`config.mk`:
```
export PLATFORM = sky130hd
export DESIGN_NAME = wb_write_queue
export DESIGN_NICKNAME = d
export VERILOG_FILES = /design/src/rtl/wb_write_queue.sv
export SDC_FILE = /design/constraint.sdc
export NUM_CORES = 1
export LEC_CHECK = 0
export ABC_AREA = 0
export BUFFER_PORTS_ARGS = -buffer_cell sky130_fd_sc_hd__buf_4
export CAP_MARGIN = 20
export CORE_MARGIN = 8
export CORE_UTILIZATION = 45
export CTS_CLUSTER_SIZE = 40
export DETAILED_ROUTE_END_ITERATION = 12
export HOLD_SLACK_MARGIN = 0.1
export PLACE_DENSITY = 0.68
export REMOVE_ABC_BUFFERS = 1
export SYNTH_ARGS = -nofsm -noshare
export SYNTH_HDL_FRONTEND = slang
export SYNTH_SLANG_ARGS = --single-unit
```
`constraint.sdc`:
```
create_clock -name clk -period 9.1 [get_ports clk]
set_input_delay 0.91 -clock clk [delete_from_list [all_inputs] [get_ports clk]]
set_output_delay 0.91 -clock clk [all_outputs]
set_load 0.01 [all_outputs]
```
`src/rtl/wb_write_queue.sv`:
```
// Retire queue for the single GRF write port: merges W-stage and MD results,
// buffers them in arrival order, retires one per cycle, and serves forwarding lookups.
module wb_write_queue #(
    parameter int DEPTH = 4,
    parameter int AW    = 2
) (
    input  logic        clk,
    input  logic        reset,

    input  logic        p_valid,
    output logic        p_ready,
    input  logic [4:0]  p_addr,
    input  logic [31:0] p_data,
    input  logic [31:0] p_pc,

    input  logic        m_valid,
    output logic        m_ready,
    input  logic [4:0]  m_addr,
    input  logic [31:0] m_data,
    input  logic [31:0] m_pc,

    output logic        RegWrite,
    output logic [4:0]  RF_WA,
    output logic [31:0] RF_WD,
    output logic [31:0] Pc,

    input  logic [4:0]  q_addr,
    output logic        q_hit,
    output logic [31:0] q_data
);

    localparam logic [AW:0] CNT_FULL = (AW+1)'(DEPTH);
    localparam logic [AW:0] CNT_TWO  = (AW+1)'(2);

    logic [AW:0]   count_q, count_d;
    logic [AW-1:0] wptr_q, wptr_d;
    logic [AW-1:0] rptr_q, rptr_d;

    logic [4:0]  addr_q [DEPTH];
    logic [31:0] data_q [DEPTH];
    logic [31:0] pc_q   [DEPTH];

    logic [AW:0]   free;
    logic          p_push, m_push, pop;
    logic [AW-1:0] m_slot;
    logic [AW-1:0] lk_idx;

    // Credit is taken from the registered count only, so ready never
    // depends on this cycle's pop and there is no comb loop.
    assign free    = CNT_FULL - count_q;
    assign p_ready = (free != '0);
    assign m_ready = p_valid ? (free >= CNT_TWO) : (free != '0);

    assign p_push = p_valid & p_ready & (p_addr != 5'd0);
    assign m_push = m_valid & m_ready & (m_addr != 5'd0);
    assign pop    = (count_q != '0);
    assign m_slot = wptr_q + {{(AW-1){1'b0}}, p_push};

    always_comb begin
        wptr_d  = wptr_q + {{(AW-1){1'b0}}, p_push}
                         + {{(AW-1){1'b0}}, m_push};
        rptr_d  = rptr_q + {{(AW-1){1'b0}}, pop};
        count_d = count_q + {{AW{1'b0}}, p_push}
                          + {{AW{1'b0}}, m_push}
                          - {{AW{1'b0}}, pop};
    end

    always_ff @(posedge clk) begin
        if (!reset) begin
            count_q <= '0;
            wptr_q  <= '0;
            rptr_q  <= '0;
        end else begin
            count_q <= count_d;
            wptr_q  <= wptr_d;
            rptr_q  <= rptr_d;
        end
    end

    always_ff @(posedge clk) begin
        if (reset) begin
            if (p_push) begin
                addr_q[wptr_q] <= p_addr;
                data_q[wptr_q] <= p_data;
                pc_q[wptr_q]   <= p_pc;
            end
            if (m_push) begin
                addr_q[m_slot] <= m_addr;
                data_q[m_slot] <= m_data;
                pc_q[m_slot]   <= m_pc;
            end
        end
    end

    assign RegWrite = pop;
    assign RF_WA    = pop ? addr_q[rptr_q] : 5'd0;
    assign RF_WD    = pop ? data_q[rptr_q] : 32'd0;
    assign Pc       = pop ? pc_q[rptr_q]   : 32'd0;

    // Walk oldest to youngest so the last match wins.
    always_comb begin
        q_hit  = 1'b0;
        q_data = 32'd0;
        lk_idx = '0;
        for (int i = 0; i < DEPTH; i++) begin
            lk_idx = rptr_q + AW'(i);
            if (((AW+1)'(i) < count_q) && (q_addr != 5'd0) &&
                (addr_q[lk_idx] == q_addr)) begin
                q_hit  = 1'b1;
                q_data = data_q[lk_idx];
            end
        end
    end

endmodule

```
* Yosys cells after proc, flatten, opt, wreduce, memory -nomap -nowiden
Memories as Yosys holds them, arrays and structs flattened. A register that Yosys moved wholly into a read port is not among the register bits.
Cells that the tools add are included.
** Cells by class
- Equality and inequality tests :: 4
- Reduce and logical (&&, ||, !) cells :: 13
- Mux-type cells :: 21
- $lt $le $gt $ge :: 5
- $add $sub $neg :: 10
- Bitwise gates (word level) :: 4
** Operator list (number)
- 32-bit two-way mux :: 6
- 5-bit == test :: 4
- 5-bit nonzero test :: 3
- 1-bit two-way mux :: 11
- 1-bit logical AND :: 8
- 2-bit by 1-bit adder with 2-bit output :: 3
- 3-bit by 1-bit adder with 3-bit output :: 2
- 1-bit by 3-bit < comparator with 1-bit output (first input constant) :: 2
- 2-bit by 3-bit < comparator with 1-bit output (first input constant) :: 2
- 2-bit two-way mux :: 3
- 3-bit nonzero test :: 2
- 5-bit two-way mux :: 1
- 2-bit adder (second input constant) :: 2
- 1-bit bitwise AND :: 4
- 3-bit by 2-bit >= comparator with 1-bit output (second input constant) :: 1
- 3-bit by 1-bit subtractor with 3-bit output :: 1
- 3-bit subtractor (first input constant) :: 1
- 2-bit by 1-bit adder with 2-bit output (second input constant) :: 1
** Storage, ports and cells
- RAM bits :: 276
- Logic and storage cells :: 63
- Register bits after elaboration :: 7
- Input bits :: 147
- Memories kept :: 3
** Memory list
- data_q :: depth 4, bits a word 32, read ports 4, clocked after memory_dff 1, wr ports 2, RTL line 40 : logic [31:0] data_q [DEPTH];
- pc_q :: depth 4, bits a word 32, read ports 1, clocked after memory_dff 1, wr ports 2, RTL line 41 : logic [31:0] pc_q [DEPTH];
- addr_q :: depth 4, bits a word 5, read ports 4, clocked after memory_dff 1, wr ports 2, RTL line 39 : logic [4:0] addr_q [DEPTH];

* Depth between registers and ports, before layout
Gate-level depths: netlist of the first run.
- Depth after elaboration :: 8
- Depth in mapped cells :: 13
- Mapped depth without buffers :: 13

* Worst setup path before layout of the first run
OpenSTA, ideal clock, no wires.
- Path kind :: register to register
- Start :: register count_q[1]
- End :: memory addr_q[0][0] (enable)
- Buffers on the path :: 0
- Path slack :: 2.179 ns
- Library setup time :: 0.591 ns
- Clock period less this slack :: 6.921 ns
- Stages on the path, launching flop included :: 10
- Required time :: 8.509 ns
- Arrival time :: 6.330 ns
- Cell sequence :: dfxtp_1 inv_1 ha_1 ha_1 nand2_1 nand2_1 a21oi_1 and2_1 nand2b_1 o21ai_0
** RTL lines
- start, declared :: RTL line 35 : logic [AW:0] count_q, count_d;
- start signal, assigned :: RTL line 74 : count_q <= count_d;
- end, declared :: RTL line 39

* Final worst setup path of the first run
- Start :: register rptr_q[0]
- End :: output q_data[2]
** Between the ends
- Word-level cells in the longest chain between the ends :: 7
- Elaborated cells on any way between the ends :: 14
- Classes of those cells :: 3 x add/sub; 3 x eq/ne; 3 x mux; 3 x reduce/logical; 2 x memory
** RTL lines
- start, declared :: RTL line 37 : logic [AW-1:0] rptr_q, rptr_d;
- start signal, assigned :: RTL line 76 : rptr_q <= rptr_d;
- 2-bit by 1-bit adder with 2-bit output :: RTL line 106 : lk_idx = rptr_q + AW'(i);
- memory 4 x 5 bit
- 5-bit == test :: RTL line 108 : (addr_q[lk_idx] == q_addr)) begin
- 1-bit logical AND :: RTL line 107 : if (((AW+1)'(i) < count_q) && (q_addr != 5'd0) &&
- 32-bit two-way mux (2 in series) :: RTL line 107
- 32-bit two-way mux (*) :: RTL line 107
- end, declared :: RTL line 29 : output logic [31:0] q_data
Mark *: on every way between the ends. The rest lies on a longest branch, timed or not.

==> run_results.csv, run 1 <==
group,metric,value,unit
status,outcome,"completed",
sta,max_freq,166,MHz
power_and_ir_drop,ir_worst_vdd,0.181,mV
yosys,ys_warn_count,0,
power_and_ir_drop,power,6.49,mW
die,fp-row-count,73,
route,wl_per_cell,23.7,um
yosys,synthTopCellsByCount,"mux2_2, edfxtp_1, mux2i_1, clkbuf_1, and2_1",
yosys,synth_cells,1385,
clocking,htreeDepth,2,
clocking,cts.clk_slew.worst_paths,0.06,ns
route,vias,12469,
die,die-height,216,um
power_and_ir_drop,leakage,7.36,nW
route,drt_iter0_drc,1055,
final_layout,syn_to_final_growth,19.0,%
yosys,syn_area_per_cell,12.9,um^2
route,drt_first_pass_iters,5,
setup_path,cp_data_required_time,8.19,ns
global_routing,grt_max_degree,99,
sta,worstMarginPinSlew,1.14,ns
sta,fin_skew,0.0131,ns
clocking,cts_resized,0,
power_and_ir_drop,powerDensity,304,nW/um^2
route,drt.antenna.violating_nets,0,
yosys,yosysTopAreaCellShare,46.2,%
sta,grt_setup_unrepaired,"false",
setup_path,crit_path_frequent_cell,"buf_4",
global_routing,antenna_found_initial,2,
sta,min_period,6.02,ns
clocking,post-cts-setup-buffer-count,0,
setup_path,crit_type,"reg2out",
yosys,synth-async-reset-ratio,0,%
worst_hold_path,worstHoldStart,"reset",
yosys,ys_ff_latch,283,
route,drt_drc_violations_left,0,
setup_path,slowest_delay,0.91,ns
place,io_buffers,251,
die,initial_utilization,45.3,%
yosys,ys_top_cells_by_area,"edfxtp_1, mux2_2, mux2i_1, mux4_2, and2_1",
setup_path,cp-end-kind,"output port",
die,core_area,39500,um^2
yosys,yosysSeqAreaShare,47.0,%
clocking,worstSkewPairLatency,0.52,ns
die,die-area,46500,um^2
setup_path,r2r_start,"count_q[1]",
clocking,cts_hold_buffers,0,
sta,fin_crit_sh,66.2,%
yosys,synth_most_common_cell,"mux2_2",
sta,slew_viol_final,0,
yosys,synth_edf_count,276,
setup_path,startpoint,"rptr_q[0]",
die,die_x,216,um
final_layout,final_cells,2129,
global_routing,grt_pass1_wl,77900,um
setup_path,critPathLaunchType,"flip-flop",
final_layout,nets,1737,
flow_run,max-cap-violations,0,
global_routing,grt_use_total,21.1,%
clocking,cts.root.buffer_cell,"clkbuf_16",
place,place.gp.congestion,0.817,
global_routing,overflow,0,
global_routing,grt_pass1_vias,13388,
place,placedCellCount,2065,
yosys,synth.largest_area_cell,"edfxtp_1",
worst_hold_path,min_path_type,"in2reg",
yosys,synth.distinct_cells,51,
sta,setup_slack,3.08,ns
setup_path,crit_fanout,66,
clocking,numCtsBuffers,34,
sta,hold_violations,0,
setup_path,crit_path_top_delay_cell,"buf_4",
clocking,ctsLongestPathBuffers,3,
sta,relSlewSlack,23.9,%
setup_path,worstPathArrival,5.11,ns
yosys,yosys_most_used_dff,"edfxtp_1",
final_layout,fillers,3336,
die,io_pins,252,
place,dp_hpwl,31200,um
sta,setup_violations,0,
route,finalWirelength,50400,um
yosys,synthesis.area,17900,um^2
final_layout,layout-drive-gt1-share,44.1,%
route,vias_per_cell,5.86,
clocking,cts_tree,"built",
place,pre_cts_ws,3.57,ns
setup_path,cp_cell_sequence,"buf_4 -> mux4_1 -> xnor2_1 -> nand4_1 -> nor3_2 -> nor2_1 -> or2_2 -> o32ai_1 -> buf_4",
clocking,numClockSinks,283,
flip-flops by register name (all words and copies together), names as in the netlist:
signal and count:
pc_q 128, wptr_q 2, addr_q 20, count_q 3, rptr_q 2, data_q 128
placed cells by master (no fill, tap or decap), types with 27 or more instances in the layout:
| cell type | Yosys | final |
|---|---|---|
| nand2_1 | 46 | 46 |
| a21oi_1 | 68 | 68 |
| o31ai_1 | 27 | 27 |
| mux2_2 | 314 | 314 |
| edfxtp_1 | 276 | 276 |
| mux4_2 | 37 | 37 |
| buf_4 | 0 | 273 |
| clkbuf_16 | 0 | 34 |
| and2_1 | 73 | 73 |
| nor3_1 | 39 | 39 |
| a211oi_1 | 32 | 32 |
| mux2i_1 | 110 | 110 |
| o21ai_0 | 69 | 67 |
power by group:
group / total (mW) / internal, mW / switching [mW]
Combinational: 3.23 / 1.48 / 1.76
Clock: 1.30 / 0.754 / 0.544
Sequential: 1.96 / 1.79 / 0.173
Total: 6.49 / 4.02 / 2.47
critical path: cells and delay by family (launching register included):
| kind | cells | cell delay (ns) |
|---|---|---|
| buf+inv | 2 | 1.11 |
| simple gates | 4 | 1.07 |
| flops | 1 | 0.87 |
| mux | 1 | 0.71 |
| compound gates | 1 | 0.53 |
| xor+xnor | 1 | 0.15 |
per-layer routing:
| layer | GRT usage, % | vias up | share of wire, % |
|---|---|---|---|
| li1 | - | 5797 | - |
| met5 | 0 | - | 0.026 |
| met1 | 26.7 | 6194 | 42 |
| met4 | 5.88 | 2 | 1.9 |
| met2 | 35.8 | 397 | 49 |
| met3 | 4.92 | 79 | 6.9 |
cells by family (layout without fill, tap and decap cells):
family / count (synthesis) / after routing / synth area share [%]
buffers and inverters: 130 / 348 / 3.34
adders and majority gates: 12 / 12 / 0.922
DFF: 283 / 283 / 47.0
xor gates and xnor gates: 28 / 28 / 1.41
AOI/OAI and AO/OA: 248 / 248 / 9.62
other: 0 / 1 / 0
and+or+nand+nor: 219 / 219 / 6.57
muxes: 465 / 465 / 31.1
final cells by class:
class,instances,area [um^2],area share [%]
antenna,1,2.50,0.0117
inverter,11,41.3,0.194
sequential,283,8440,39.5
multi-input combinational,972,9020,42.3
clock buffer,43,885,4.15
clock inverter,18,170,0.798
timing repair buffer,276,2120,9.96
tap,525,657,3.08
through the flow:
stage          cell area, um^2  setup TNS [ns]  hold WS (ns)  utilization [%]
2_1_floorplan            17400         -107.31         0.682                -
3_3_place_gp             20200               0         0.777             51.1
3_5_place_dp             20200               0         0.769             51.1
4_1_cts                  21300               0         0.686             53.8
5_1_grt                  21300               0         0.686             53.9
6_report                 21300               0         0.697             53.9
path summary, 6_finish.rpt:
kind	endpoint	slack, ns	cells after the start
worst min-delay path	count_q[2]	0.70	2
worst max-delay path	q_data[2]	3.08	9
worst max register to register	data_q[2][24]	4.90	11
worst min register to register	count_q[0]	0.77	3
Note: power is estimated with default switching activity, not from simulation.
==> run 2: changes to the inputs <==
--- a/config.mk
+++ b/config.mk
@@ -13,7 +13,7 @@
 export CTS_CLUSTER_SIZE = 40
 export DETAILED_ROUTE_END_ITERATION = 12
 export HOLD_SLACK_MARGIN = 0.1
-export PLACE_DENSITY = 0.68
+export PLACE_DENSITY = 0.71
 export REMOVE_ABC_BUFFERS = 1
 export SYNTH_ARGS = -nofsm -noshare
 export SYNTH_HDL_FRONTEND = slang
==> constraint.sdc (replaced) <==
create_clock -name clk -period 5 [get_ports clk]
set_input_delay 0.5 -clock clk [delete_from_list [all_inputs] [get_ports clk]]
set_output_delay 0.5 -clock clk [all_outputs]
set_load 0.01 [all_outputs]
==> run 2 against run 1 <==
Critical path depth up 1. Global-route usage down 0.43 points. Core utilization down 0.23 points. Clock power up 62%. Clock skew down 0.0041 ns. Setup slack worse by 2.8 ns. Via count up 1.2%. Die area unchanged. Sequential power up 79%. Flip-flop and latch count unchanged. Wire length down 0.83%. First-iteration DRC count down 17%. Critical endpoint unchanged.
==> run_results.csv, run 2 (synthesis results as in run 1) <==
group,metric,value,unit
status,outcome,"completed",
route,vias_per_cell,5.94,
route,drt.antenna.violating_nets,0,
route,finalWirelength,50000,um
sta,max_freq,212,MHz
place,io_buffers,251,
route,drt_first_pass_iters,5,
clocking,numCtsBuffers,31,
final_layout,fin_area,21200,um^2
clocking,cts_resized,0,
die,fp-row-count,73,
power_and_ir_drop,leakage,7.32,nW
sta,relSlewSlack,31.8,%
sta,worstMarginPinSlew,1.02,ns
worst_hold_path,min_path_type,"in2reg",
sta,min_period,4.72,ns
route,drt_drc_violations_left,0,
final_layout,layout-drive-gt1-share,44.2,%
setup_path,critPathLaunchType,"flip-flop",
global_routing,grt_use_total,20.7,%
final_layout,reg.largest.list,"data_q x128, pc_q x128, addr_q x20",
place,placedCellCount,2067,
clocking,ctsLongestPathBuffers,3,
clocking,cts_tree,"built",
setup_path,crit_type,"reg2out",
place,dp_hpwl,30100,um
flow_run,max-cap-violations,0,
place,place.gp.congestion,0.839,
clocking,cts_hold_buffers,0,
sta,fin_skew,0.00901,ns
setup_path,cp_data_required_time,4.50,ns
power_and_ir_drop,powerDensity,545,nW/um^2
sta,hold_violations,0,
die,core_area,39500,um^2
final_layout,final_common_cell,"mux2_2",
setup_path,crit_fanout,97,
clocking,post-cts-setup-buffer-count,0,
route,vias,12614,
power_and_ir_drop,ir_worst_vdd,0.332,mV
sta,fin_crit_sh,94.4,%
setup_path,ff2ff_setup_slack,1.22,ns
die,die_x,216,um
clocking,htreeDepth,1,
global_routing,grt_pass1_wl,77000,um
final_layout,syn_to_final_growth,18.5,%
sta,grt_setup_unrepaired,"false",
sta,slew_viol_final,0,
power_and_ir_drop,power,11.6,mW
route,wl_per_cell,23.6,um
clocking,numClockSinks,283,
place,placed_cell_area,20300,um^2
final_layout,final_cells,2122,
sta,setup_violations,0,
die,io_pins,252,
die,initial_utilization,45.3,%
clocking,worstSkewPairLatency,0.56,ns
global_routing,grt_max_degree,125,
setup_path,worstPathArrival,4.22,ns
global_routing,grt_pass1_vias,13394,
sta,fin_hold_ws,0.240,ns
die,die-area,46500,um^2
die,die-height,216,um
global_routing,antenna_found_initial,6,
setup_path,cp-end-kind,"output port",
clocking,cts.root.buffer_cell,"clkbuf_16",
final_layout,nets,1734,
final_layout,layout_common_cells,"mux2_2, edfxtp_1, buf_4, mux2i_1, and2_1",
global_routing,overflow,0,
clocking,cts.clk_slew.worst_paths,0.06,ns
route,drt_iter0_drc,872,
[run 2: cell count changes in the layout (fill, tap and decap cells not counted)]
cell	change
clkinv_1	-5
clkbuf_1	-1
clkinv_8	-1
buf_4	-6
clkbuf_16	-3
clkinv_4	+1
buf_16	-2
buf_12	+8
bufinv_16	-1
inv_16	-2
clkinv_2	+5
[run 2: worst max-delay path, stage by stage (launching register included)]
cell       delay, ns
dfxtp_4         0.66
mux2i_1         0.47
xnor2_1         0.17
nor3_1          0.10
o2111ai_4       0.22
buf_4           0.74
nor3b_4         0.32
buf_4           0.39
a21oi_1         0.13
o32ai_1         0.21
buf_4           0.20
[run 2: layout make-up]
| cell class | instances | area (um^2) |
|---|---|---|
| Clock inverter | 15 | 98.8 |
| Clock buffer | 39 | 806 |
| Inverter | 11 | 41.3 |
| Timing Repair Buffer | 276 | 2180 |
| Fill cell | 3294 | 18300 |
| Multi-Input combinational cell | 972 | 9020 |
| Antenna cell | 1 | 2.50 |
| Sequential cell | 283 | 8440 |
| Tap cell | 525 | 657 |
[run 2: power breakdown]
part | switching (mW) | internal (mW) | total (mW)
Sequential | 0.253 | 3.25 | 3.50
Clock | 0.921 | 1.18 | 2.10
Combinational | 3.26 | 2.72 | 5.98
[run 2: through the flow]
step / worst slack (ns) / TNS (ns) / utilization (%)
after floorplan: -7.06 / -877.91 / -
after global placement: 0.908 / 0 / 51.4
after detailed placement: 0.896 / 0 / 51.4
after CTS: 0.294 / 0 / 53.7
after global routing: 0.0528 / 0 / 53.7
final: 0.282 / 0 / 53.7
[run 2: worst paths after layout]
check,from,endpoint,depth (start not counted)
worst max-delay path,rptr_q[1],q_data[2],10
worst max register to register,count_q[1],data_q[2][11],11
worst min-delay path,reset,wptr_q[1],2
worst min register to register,count_q[0],count_q[0],3
[run 2: metal layers]
metal / wire length [um] / global-route usage (%)
met1: 20300 / 25.2
met2: 24600 / 35.9
met3: 3520 / 4.59
met4: 1500 / 6.85
met5: 55 / 0
